--- src/rtl/lut_sweep_ctrl_pkg.sv ---
`default_nettype none
// ============================================================================
//  Module   : lut_sweep_ctrl_pkg
//  Brief    : Shared widths, state encoding and constants for the LUT sweeper
//  Revision : 1.0  initial release
// ============================================================================
package lut_sweep_ctrl_pkg;

    localparam int ADDR_W = 5;
    localparam int SEL_W  = 3;
    localparam int CNT_W  = 6;
    localparam int MASK_W = 1 << ADDR_W;

    localparam logic [ADDR_W-1:0] LAST_ADDR = ADDR_W'(MASK_W - 1);

    typedef enum logic [1:0] {
        ST_IDLE = 2'b00,
        ST_SCAN = 2'b01,
        ST_DONE = 2'b10
    } state_t;

endpackage
`default_nettype wire

--- src/rtl/lut_sweep_ctrl_if.sv ---
`default_nettype none
// ============================================================================
//  Module   : lut_sweep_ctrl_if
//  Brief    : Address/select/response bus between sweeper and lookup stage
//  Revision : 1.0  initial release
// ============================================================================
interface lut_sweep_ctrl_if;
    import lut_sweep_ctrl_pkg::*;

    logic [ADDR_W-1:0] lut_a;
    logic [SEL_W-1:0]  lut_s;
    logic              lut_out;

    modport master (
        output lut_a,
        output lut_s,
        input  lut_out
    );

    modport slave (
        input  lut_a,
        input  lut_s,
        output lut_out
    );

endinterface
`default_nettype wire

--- src/rtl/lut_sweep_accum.sv ---
`default_nettype none
// ============================================================================
//  Module   : lut_sweep_accum
//  Brief    : Accumulates lookup hits into mask, count and first-hit index
//  Revision : 1.0  initial release
// ============================================================================
module lut_sweep_accum
    import lut_sweep_ctrl_pkg::*;
(
    input  wire                clk,
    input  wire                rst,
    input  wire                clear,
    input  wire                enable,
    input  wire [ADDR_W-1:0]   addr,
    input  wire                hit,
    output logic [MASK_W-1:0]  hit_mask,
    output logic [CNT_W-1:0]   hit_count,
    output logic [ADDR_W-1:0]  first_hit,
    output logic               any_hit
);

    logic [MASK_W-1:0] r_mask;
    logic [CNT_W-1:0]  r_count;
    logic [ADDR_W-1:0] r_first;
    logic              r_any;

    always_ff @(posedge clk) begin
        if (rst || clear) begin
            r_mask  <= '0;
            r_count <= '0;
            r_first <= '0;
            r_any   <= 1'b0;
        end else if (enable && hit) begin
            r_mask[addr] <= 1'b1;
            r_count      <= r_count + 1'b1;
            // Only the first hit of a sweep fixes the index
            if (!r_any) begin
                r_first <= addr;
                r_any   <= 1'b1;
            end
        end
    end

    assign hit_mask  = r_mask;
    assign hit_count = r_count;
    assign first_hit = r_first;
    assign any_hit   = r_any;

endmodule
`default_nettype wire

--- src/rtl/lut_sweep_ctrl.sv ---
`default_nettype none
// ============================================================================
//  Module   : lut_sweep_ctrl
//  Brief    : Sweeps the lookup address 0..LAST_ADDR and gathers the responses
//  Revision : 1.0  initial release
// ============================================================================
module lut_sweep_ctrl
    import lut_sweep_ctrl_pkg::*;
(
    input  wire                clk,
    input  wire                rst,
    input  wire                start,
    input  wire [SEL_W-1:0]    sel_in,
    input  wire                abort,
    lut_sweep_ctrl_if.master   lut,
    output logic               busy,
    output logic               done,
    output logic               aborted,
    output logic [MASK_W-1:0]  hit_mask,
    output logic [CNT_W-1:0]   hit_count,
    output logic [ADDR_W-1:0]  first_hit,
    output logic               any_hit
);

    state_t            r_state;
    state_t            w_next;
    logic [ADDR_W-1:0] r_addr;
    logic [SEL_W-1:0]  r_sel;
    logic              r_aborted;
    logic              w_clear;
    logic              w_enable;

    always_ff @(posedge clk) begin
        if (rst) begin
            r_state <= ST_IDLE;
        end else begin
            r_state <= w_next;
        end
    end

    always_comb begin
        w_next   = r_state;
        w_clear  = 1'b0;
        w_enable = 1'b0;
        case (r_state)
            ST_IDLE: begin
                if (start) begin
                    w_next  = ST_SCAN;
                    w_clear = 1'b1;
                end
            end
            ST_SCAN: begin
                // Abort discards the response sampled in this cycle
                if (abort) begin
                    w_next = ST_IDLE;
                end else begin
                    w_enable = 1'b1;
                    if (r_addr == LAST_ADDR) begin
                        w_next = ST_DONE;
                    end
                end
            end
            ST_DONE: begin
                if (start) begin
                    w_next  = ST_SCAN;
                    w_clear = 1'b1;
                end else begin
                    w_next = ST_IDLE;
                end
            end
            default: begin
                w_next = ST_IDLE;
            end
        endcase
    end

    always_ff @(posedge clk) begin
        if (rst) begin
            r_addr    <= '0;
            r_sel     <= '0;
            r_aborted <= 1'b0;
        end else if (w_clear) begin
            r_addr    <= '0;
            r_sel     <= sel_in;
            r_aborted <= 1'b0;
        end else if (r_state == ST_SCAN) begin
            if (abort) begin
                r_aborted <= 1'b1;
            end else if (r_addr != LAST_ADDR) begin
                r_addr <= r_addr + 1'b1;
            end
        end
    end

    lut_sweep_accum u_accum (
        .clk       (clk),
        .rst       (rst),
        .clear     (w_clear),
        .enable    (w_enable),
        .addr      (r_addr),
        .hit       (lut.lut_out),
        .hit_mask  (hit_mask),
        .hit_count (hit_count),
        .first_hit (first_hit),
        .any_hit   (any_hit)
    );

    assign lut.lut_a = r_addr;
    assign lut.lut_s = r_sel;
    assign busy      = (r_state == ST_SCAN);
    assign done      = (r_state == ST_DONE);
    assign aborted   = r_aborted;

endmodule
`default_nettype wire

--- src/flat_wrapper.sv ---
// flat-port wrapper written by rule: the top's interface ports become plain ports
module lut_sweep_ctrl_flat import lut_sweep_ctrl_pkg::*;
  (clk, rst, start, sel_in, abort, busy, done, aborted, hit_mask, hit_count, first_hit, any_hit, lut_lut_a, lut_lut_s, lut_lut_out);
  lut_sweep_ctrl_if lut_i ();
  input  wire clk;
  input  wire rst;
  input  wire start;
  input  wire [SEL_W-1:0] sel_in;
  input  wire abort;
  output logic busy;
  output logic done;
  output logic aborted;
  output logic [MASK_W-1:0] hit_mask;
  output logic [CNT_W-1:0] hit_count;
  output logic [ADDR_W-1:0] first_hit;
  output logic any_hit;
  output wire logic [$bits(lut_i.lut_a)-1:0] lut_lut_a;
  output wire logic [$bits(lut_i.lut_s)-1:0] lut_lut_s;
  input wire logic [$bits(lut_i.lut_out)-1:0] lut_lut_out;
  assign lut_lut_a = lut_i.lut_a;
  assign lut_lut_s = lut_i.lut_s;
  assign lut_i.lut_out = lut_lut_out;
  lut_sweep_ctrl u_core (.clk(clk), .rst(rst), .start(start), .sel_in(sel_in), .abort(abort), .lut(lut_i), .busy(busy), .done(done), .aborted(aborted), .hit_mask(hit_mask), .hit_count(hit_count), .first_hit(first_hit), .any_hit(any_hit));
endmodule
--- config.mk ---
export PLATFORM = sky130hd
export DESIGN_NAME = lut_sweep_ctrl_flat
export DESIGN_NICKNAME = d
export VERILOG_FILES = /design/src/rtl/lut_sweep_ctrl_pkg.sv /design/src/rtl/lut_sweep_ctrl_if.sv /design/src/rtl/lut_sweep_accum.sv /design/src/rtl/lut_sweep_ctrl.sv /design/src/flat_wrapper.sv
export SDC_FILE = /design/constraint.sdc
export NUM_CORES = 1
export LEC_CHECK = 0
export ABC_AREA = 1
export ABC_CLOCK_PERIOD_IN_PS = 1500
export BUFFER_PORTS_ARGS = -buffer_cell sky130_fd_sc_hd__buf_2
export CORE_ASPECT_RATIO = 0.9
export CORE_UTILIZATION = 40
export CTS_CLUSTER_SIZE = 8
export DETAILED_ROUTE_END_ITERATION = 6
export GPL_TIMING_DRIVEN = 0
export PLACE_DENSITY = 0.67
export SYNTH_ARGS = -nofsm -noshare
export SYNTH_HDL_FRONTEND = slang
export SYNTH_HIERARCHICAL = 1
export SYNTH_SLANG_ARGS = --single-unit
--- constraint.sdc ---
create_clock -name clk -period 1.5 [get_ports clk]
set_input_delay 0.15 -clock clk [delete_from_list [all_inputs] [get_ports clk]]
set_output_delay 0.15 -clock clk [all_outputs]
set_load 0.05 [all_outputs]
Word level (Yosys, flattened, before mapping):

Cells that the tools add are included.

* register bits: 55
* word-level logic and storage cells: 42
* output and inout port bits: 55

* eq/ne operators: 6
* $add $sub $neg: 2
* magnitude comparators: 2
* reduce and logical (&&, ||, !) cells: 10
* bitwise logic cells: 3
* multiplexer cells: 11

Operators with widths (number)
* 32-bit bitwise OR: 1
* 6-bit by 1-bit adder with 6-bit output, second input constant: 1
* 5-bit by 6-bit less-than comparator with 1-bit output, second input constant: 1
* 1-bit two-way mux: 6
* 2-bit two-way mux: 3
* 2-bit one-hot mux with 3 select lines: 1
* 2-bit AND reduction: 3
* 5-bit by 1-bit adder with 5-bit output, second input constant: 1
* 1-bit demux with 5-bit select: 1
* 5-bit equality test, second input constant: 1
* 5-bit by 1-bit >= comparator with 1-bit output, second input constant: 1
* 5-bit inequality test, second input constant: 1
* 2-bit OR reduction: 2
* 3-bit by 2-bit inequality test with 1-bit output, second input constant: 1
* 3-bit AND reduction: 1
* 2-bit by 1-bit equality test with 1-bit output, second input constant: 1
* 2-bit equality test, second input constant: 1
* 1-bit logical AND: 2
* 2-bit zero test: 1
* 2-bit inequality test, second input constant: 1
* 1-bit NOT: 2
* 1-bit logical OR: 1

Depth between registers and ports, before layout:

* depth in word-level cells: 5
* gate-level depth with buffers: 8
* gate-level depth less buffers: 8

Modules after synthesis:

The synthesis kept the hierarchy.

By module, submodules not included
* lut_sweep_accum: instances 1, sequential area each 880.8 µm², area an instance 1602.8 µm², cells each 196
* lut_sweep_ctrl: instances 1, sequential area each 220.2 µm², area an instance 554.3 µm², cells each 65

Worst setup path after synthesis:

No wires, ideal clock.

* path type: register to register
* start: register u_core.r_addr[0] (netlist: u_core/lut.lut_a[0])
* end: register u_core.r_addr[0] (netlist: u_core/lut.lut_a[0])
* stages on the path, launching flop included: 9
* buffers on the path: 0
* path slack: -0.523 ns
* clock period less this slack: 2.023 ns
* arrival time: 1.957 ns
* path through: dfxtp_1 ha_1 nand2_1 nor2_1 ha_1 inv_1 nand3_4 nand2_1 a21oi_2

* cells in the longest elaborated chain, start to end: 2

RTL lines
* start: declaration: line lut_sweep_ctrl.sv:27 `logic [ADDR_W-1:0] r_addr;`
* start signal: assignment: line lut_sweep_ctrl.sv:90 `r_addr <= r_addr + 1'b1;`
* branches (longest 2 deep; another with 5-bit by 1-bit adder with 5-bit output)

Several ways; the timed one is not identified.
A chain may end at the register's enable or synchronous reset.

Worst setup path after layout:

* start: register u_core.r_addr[1] (netlist: u_core/lut.lut_a[1])
* end: register u_core.r_addr[3] (netlist: u_core/lut.lut_a[3])

The elaborated chain is that of the path after synthesis.

==> impl_metrics.tcl <==
set metrics [dict create \
    outcome "completed" \
    power_per_cell_area_mw_per_mm2 951 \
    die_h_um 71.7 \
    maxSlewHeadroom_pct 68.9 \
    ys_ff_latch 55 \
    path_delay_family "flip-flops" \
    routedWlPerCell_um 11.8 \
    via_count 1907 \
    grt_pass1_wl_mm 7.61 \
    critPathLaunchType "flop" \
    cts-root-buf "clkbuf_8" \
    period_share_pct 92.8 \
    netlist_instances 261 \
    synth_edf_count 0 \
    worstPathArrival_ps 1640 \
    ys_async_sr_fraction_pct 0 \
    synth_top_area_share_pct 51.0 \
    rsz0062_at_grt "no" \
    slowest_stage "dfxtp_4" \
    period_needed_ps 1390 \
    synth_area_leaders "dfxtp_1 51%, a21oi_1 10%, nand2_1 7.3%" \
    cts_sinks 55 \
    worstMarginPinSlew_ps 463 \
    avgSynthCellArea_um2 8.26 \
    hold_path_class "in2reg" \
    setup_violations 0 \
    h-tree-depth 2 \
    grt_max_degree 21 \
    fin_util_pct 54.4 \
    max_cap_viol_count 0 \
    core_mm2 0.00501 \
    path_class "reg2reg" \
    netlist_area_mm2 0.00216 \
    final_hold_viol_count 0 \
    postRouteAntennaNets 0 \
    crit_path_frequent_cell "nand2_1" \
    placed_cell_area_mm2 0.00257 \
    routed_wl_mm 4.71 \
    synthTopCellsByCount "55 x dfxtp_1, 45 x a21oi_1, 42 x nand2_1" \
    cts.path.max_buffers 2 \
    num_io_pins 63 \
    worst_slack_ps 108 \
    synth_top_area_cell "dfxtp_1" \
    syn-num-nets 272 \
    gp_congestion 0.768 \
    drc 0 \
    grt_antenna_before_repair 0 \
    start_util_pct 43.0 \
    tritoncts "done" \
    synth_ff_type "dfxtp_1" \
    ys_warn_count 6 \
    antenna_cells 0 \
    worstPathRequired_ps 1750 \
    clk_latency_ps 320 \
    first_iter_violations 64 \
    place_ws_ps -12.8 \
    crit_fanout 6 \
    num_rows 24 \
    yosysUniqueCellTypes 27 \
    clk_pin_slew_ps 110 \
    dp_hpwl_mm 3.41 \
    skew_ps 18.5 \
    grt_usage_pct 17.4 \
    slew_violations 0 \
    postCtsHoldBufs 0 \
    power.leakage_uw 0.00118 \
    gr-total-overflow 0 \
    vias_per_cell 4.77 \
    ir_drop_v 0.000490 \
    timing.fmax_ghz 0.719 \
    layout.nets 345 \
    grt_pass1_vias 1638 \
    die-area_mm2 0.00569 \
    cts_made_buffers 5 \
    crit_path_max_incr_delay_ps 400 \
    area_growth_pct 26.4 \
    portBuffers 62 \
    worstPathCellList "ha_4 > nand2_1 > nor2_2 > ha_2 > inv_1 > nand3_4 > nand2_1 > a21oi_2" \
    layout-drive-gt1-share_pct 33.7 \
    endpoint_kind "flop" \
    path_buf_inv 1 \
    post-synth-top-count-cell "dfxtp_1" \
    stdcell_area_mm2 0.00273 \
    synth_seq_area_share_pct 51.0 \
    whs_ps 68.3 \
    drtPass1Iterations 4 \
    fp.dieW_um 79.4 \
]
through the flow:
stage               cells  setup TNS [ps]  total power [uW]
floorplan             261               0              1670
global placement      388               0              1720
detailed placement    388           -19.6              1730
CTS                   399               0              2600
global route          400               0              2680
finish                400               0              2590
logic make-up (layout without fill, tap and decap cells):
| group | Yosys count | in the layout | share of synthesized area (%) |
|---|---|---|---|
| AND/OR/NAND/NOR | 104 | 104 | 24.8 |
| buffers and inverters | 38 | 112 | 6.90 |
| XOR/XNOR | 1 | 1 | 0.406 |
| AO/OA/AOI/OAI | 60 | 60 | 15.1 |
| flip-flops | 55 | 55 | 51.0 |
| adder cells (fa/ha/maj) | 3 | 3 | 1.74 |
metal layers:
metal | vias to the layer above | global-route usage [%] | part of all wire, %
li1 | 976 | - | -
met2 | 41 | 25.8 | 44
met3 | 7 | 4.46 | 5.7
met1 | 883 | 24.0 | 49
met5 | - | 0 | 0
met4 | 0 | 7.07 | 1.4
flip-flops by register name, summed over array words and instances, names as in the netlist:
register and flops:
u_core/u_accum/hit_mask 32, u_core/u_accum/hit_count 6, u_core/lut.lut_a 5, u_core/u_accum/first_hit 5, u_core/lut.lut_s 3, u_core/r_state 2
u_core/aborted 1, u_core/u_accum/any_hit 1
final timing paths:
kind | start | end | slack [ps] | depth (start not counted)
worst max register to register | u_core/lut.lut_a[1] | u_core/lut.lut_a[3] | 110 | 8
worst min register to register | u_core/u_accum/hit_mask[2] | u_core/u_accum/hit_mask[2] | 450 | 2
worst max-delay path | u_core/lut.lut_a[1] | u_core/lut.lut_a[3] | 110 | 8
worst min-delay path | sel_in[0] | u_core/lut.lut_s[0] | 70 | 3
cell usage in the layout (no fill, tap or decap), drive strengths merged:
cell / count
a21oi: 49
o21bai: 1
clkbuf: 9
buf: 66
nand4: 1
clkinv: 2
nand3: 8
ha: 3
inv: 35
o21ai: 10
dfxtp: 55
nor3: 4
nand2: 44
xor2: 1
nor2: 47
cell type report:
| cell class | count | area (um^2) |
|---|---|---|
| multi-input combinational | 168 | 932 |
| fill | 489 | 2290 |
| clock buffer | 5 | 68.8 |
| buffer | 4 | 22.5 |
| timing repair buffer | 66 | 340 |
| clock inverter | 3 | 33.8 |
| inverter | 34 | 135 |
| sequential | 55 | 1110 |
| tap | 65 | 81.3 |
power by group:
group,internal (uW),total (uW),switching (uW)
combinational,58.4,215,157
sequential,1470,1490,13.4
clock,353,892,539
tightest hold or removal path, stage by stage:
cell	delay [ps]
buf_2	90
nand2_1	50
a21oi_1	50
timing repair:
action                                 in CTS  in global routing
endpoints found under the hold margin       0                  0
pin swaps                                   1                  0
setup endpoints to repair                  17                 38
setup buffers                               3                  1
resized for setup                           2                  8
Note: power is estimated with default switching activity, not from simulation.
